**src/rtl/cla_result_fifo.sv**
```systemverilog
// Result FIFO behind the 32-bit CLA stage: captures sum plus NZCV flags,
// first-word-fall-through output, counts results lost on overflow.
module cla_result_fifo #(
  parameter int DEPTH = 4
) (
  input  logic                     clk,
  input  logic                     rst,
  input  logic                     in_valid,
  input  logic [31:0]              in_s,
  input  logic                     in_co,
  input  logic                     in_a_msb,
  input  logic                     in_b_msb,
  output logic                     out_valid,
  input  logic                     out_ready,
  output logic [31:0]              out_s,
  output logic [3:0]               out_flags,
  output logic [$clog2(DEPTH):0]   count,
  output logic                     full,
  output logic [7:0]               drop_cnt
);

  localparam int AW = $clog2(DEPTH);
  localparam int CW = AW + 1;
  localparam logic [CW-1:0] FULL_N = CW'(DEPTH);

  logic [31:0]   mem_s [DEPTH];
  logic [3:0]    mem_f [DEPTH];
  logic [AW-1:0] wr_ptr;
  logic [AW-1:0] rd_ptr;
  logic [3:0]    in_flags;
  logic          push;
  logic          pop;
  logic          drop;

  // N, Z, C, V; V is signed overflow seen from operand and sum signs
  assign in_flags = {
    in_s[31],
    in_s == 32'd0,
    in_co,
    (in_a_msb == in_b_msb) && (in_s[31] != in_a_msb)
  };

  assign out_valid = count != '0;
  assign full      = count == FULL_N;
  assign pop       = out_valid && out_ready;
  assign push      = in_valid && (!full || pop);
  assign drop      = in_valid && full && !pop;
  assign out_s     = mem_s[rd_ptr];
  assign out_flags = mem_f[rd_ptr];

  always_ff @(posedge clk or posedge rst) begin
    if (rst) begin
      wr_ptr   <= '0;
      rd_ptr   <= '0;
      count    <= '0;
      drop_cnt <= '0;
      for (int i = 0; i < DEPTH; i++) begin
        mem_s[i] <= '0;
        mem_f[i] <= '0;
      end
    end else begin
      if (push) begin
        mem_s[wr_ptr] <= in_s;
        mem_f[wr_ptr] <= in_flags;
        wr_ptr        <= wr_ptr + 1'b1;
      end
      if (pop)
        rd_ptr <= rd_ptr + 1'b1;
      if (push && !pop)
        count <= count + 1'b1;
      else if (!push && pop)
        count <= count - 1'b1;
      if (drop && drop_cnt != 8'hFF)
        drop_cnt <= drop_cnt + 1'b1;
    end
  end

endmodule
```
**config.mk**
```make
export PLATFORM = sky130hd
export DESIGN_NAME = cla_result_fifo
export DESIGN_NICKNAME = d
export VERILOG_FILES = /design/src/rtl/cla_result_fifo.sv
export SDC_FILE = /design/constraint.sdc
export NUM_CORES = 1
export LEC_CHECK = 0
export BUFFER_PORTS_ARGS = -buffer_cell sky130_fd_sc_hd__buf_2
export CORE_UTILIZATION = 51
export DETAILED_ROUTE_END_ITERATION = 8
export PLACE_DENSITY = 0.75
export SLEW_MARGIN = 5
export SYNTH_ARGS = -nofsm -noshare
export SYNTH_HDL_FRONTEND = slang
export SYNTH_SLANG_ARGS = --single-unit
```
**constraint.sdc**
```tcl
create_clock -name clk -period 5.2 [get_ports clk]
set_clock_uncertainty 0.05 [all_clocks]
set_input_delay 1.04 -clock clk [delete_from_list [all_inputs] [get_ports clk]]
set_output_delay 1.04 -clock clk [all_outputs]
set_load 0.02 [all_outputs]
```
==> impl_metrics.json <==
{
  "status": "completed",
  "drt-total-wl_um": 14600,
  "worstPathArrival_ns": 2.40,
  "drv_cap": 0,
  "antenna_found_initial": 0,
  "fin_crit_ns": 3.49,
  "place_hpwl_um": 8830,
  "grt_max_degree": 156,
  "grt_pass1_wl_um": 23600,
  "hold_violations": 0,
  "avgSynthCellArea_um2": 17.9,
  "r2r_cells": 8,
  "vias_per_cell": 5.57,
  "cp-start-kind": "flip-flop",
  "yosysTopAreaCell": "dfrtp_1",
  "tightest_slew_ns": 0.999,
  "critical_path_class": "reg -> out",
  "path_clk_slew_ns": 0.06,
  "hold_path_depth": 1,
  "synth-warning-count": 0,
  "core_area_mm2": 0.0145,
  "diodes": 0,
  "synthesis.nets": 467,
  "gp_congestion": 0.711,
  "dr.pass1.iters": 4,
  "gr-usage-all-layers_pct": 20.9,
  "regArea_mm2": 0.00388,
  "dr_total_vias": 3924,
  "worst_hold_path_type": "reg -> reg",
  "fin_crit_sh_pct": 67.1,
  "grt_pass1_vias": 4288,
  "end_kind": "output port",
  "start_util_pct": 52.2,
  "root_buffer": "clkbuf_16",
  "ctsResizeCount": 0,
  "syn_area_mm2": 0.00755,
  "routedWlPerCell_um": 20.7,
  "die_w_um": 124,
  "port_buffers": 87,
  "ys_seq_area_share_pct": 51.4,
  "drc": 0,
  "synthToLayoutAreaGrowth_pct": 12.7,
  "synth_edf_count": 0,
  "n_fill_cell": 1109,
  "fmax_mhz": 286,
  "overflow": 0,
  "die_area_mm2": 0.0153,
  "crit_fanout": 24,
  "yosys-top-cells-count": "155 x dfrtp_1, 120 x mux2_4, 35 x mux4_2",
  "post-synth-top-count-cell": "dfrtp_1",
  "yosysTopAreaCellShare_pct": 51.4,
  "syn_inst": 421,
  "cts_sinks": 155,
  "post_cts_buffers": 0,
  "ys_seq_elements": 155,
  "multi_input_area_mm2": 0.00335,
  "final_layout_size_suffix_gt1_share_pct": 58.7,
  "clk_latency_ns": 0.42,
  "setup_violations": 0,
  "p_leak_nw": 4.17,
  "first_iter_violations": 225,
  "ios": 88,
  "tns_ns": 0,
  "required_ns": 4.11,
  "final_antenna_net_count": 0,
  "p_per_area_mw_per_mm2": 719,
  "cts_max_level": 4,
  "cts_tree": "done",
  "synth_cell_types": 26,
  "slew_headroom_pct": 33.4,
  "maxSlewViolCount": 0,
  "nets": 554,
  "cts_buffer_depth": 2,
  "ctsHoldBuffers": 0,
  "synth.top_cells.by_area": "dfrtp_1 51%, mux2_4 24%, mux4_2 10%, buf_12 3.4%, mux2_2 3.3%",
  "die_h_um": 124,
  "vdd_drop_max_mv": 0.453,
  "numCtsBuffers": 17,
  "async_reset_ff_share_pct": 100,
  "synth_flop_cell": "dfrtp_1",
  "holdWs_ns": 0.445,
  "fp-row-count": 44,
  "grt_setup_unrepaired": "no"
}
-- layer usage --
layer / track usage (%) / up-vias / share of wire (%)
li1: - / 1727 / -
met1: 30.2 / 2092 / 46
met2: 31.2 / 97 / 48
met3: 5.40 / 8 / 4.9
met4: 5.95 / 0 / 0.97
met5: 0 / - / 0
-- cells by family (layout without fill, tap and decap cells) --
group | after synthesis | after routing | share of synthesized area (%)
buffers and inverters | 27 | 127 | 4.27
XOR/XNOR | 13 | 13 | 1.51
AO/OA/AOI/OAI | 3 | 3 | 0.298
multiplexers | 177 | 177 | 37.6
adder cells (fa/ha/maj) | 7 | 7 | 1.26
AND/OR/NAND/NOR | 39 | 39 | 3.73
flip-flops | 155 | 155 | 51.4
-- report_power, final --
| part | internal (mW) | leakage, nW | switching (mW) |
|---|---|---|---|
| Clock | 0.706 | 0.281 | 0.471 |
| Sequential | 1.79 | 1.86 | 0.461 |
| Combinational | 1.57 | 2.03 | 1.12 |
| Total | 4.07 | 4.17 | 2.05 |
-- worst paths after layout --
path / start / end / slack [ns]
setup / recovery: rd_ptr[0]$_DFFE_PP0P_ / out_s[26] / 1.71
hold / removal: drop_cnt[7]$_DFFE_PP0P_ / drop_cnt[7]$_DFFE_PP0P_ / 0.45
setup reg to reg: count[0]$_DFFE_PP0P_ / count[2]$_DFFE_PP0P_ / 2.48
hold reg to reg: drop_cnt[7]$_DFFE_PP0P_ / drop_cnt[7]$_DFFE_PP0P_ / 0.45
max in group asynchronous: rst / rd_ptr[1]$_DFFE_PP0P_ / 3.67
min in group asynchronous: rst / mem_s[0]$_DFFE_PP0P_ / 0.77
-- metrics by stage --
stage	instances	cell area (µm²)	power [mW]	setup slack, ns	utilization (%)
global route	705	8510	6.45	1.52	58.8
detailed placement	673	7960	4.97	1.88	54.9
CTS	705	8510	6.17	1.64	58.8
floorplan	421	7560	4.39	2.15	-
global placement	673	7960	4.87	1.97	54.9
finish	705	8510	6.12	1.71	58.8
-- area by class of cell --
class / instances / share of cell area [%]
multi-input cells: 239 / 39.4
clock buffers: 25 / 5.82
well taps: 184 / 2.70
repair buffers: 90 / 5.53
clock inverters: 7 / 0.749
inverters: 5 / 0.265
flip-flops and latches: 155 / 45.6
-- cells in the final DEF (no fill, tap or decap), types with 4 or more instances in the layout --
master / n
nand2_8: 4
mux4_2: 35
xor2_1: 8
inv_1: 4
clkbuf_8: 4
dfrtp_1: 153
nand3_1: 5
ha_1: 6
clkbuf_16: 17
mux2_2: 22
nor4_1: 8
xnor2_1: 5
clkinv_2: 5
nor2_1: 6
nand2_1: 6
mux2_4: 120
buf_2: 87
clkbuf_1: 4
-- sequential cells by signal (all words and copies together), names as in the netlist --
name	count
mem_f	13
count	3
rd_ptr	2
wr_ptr	2
mem_s	127
drop_cnt	8
-- worst max-delay path, stage by stage, from the launching register on --
cell and delay [ns]:
dfrtp_2 0.91, buf_4 0.35, mux4_2 0.53, buf_2 0.18
Power figures use the tool's default switching activity.
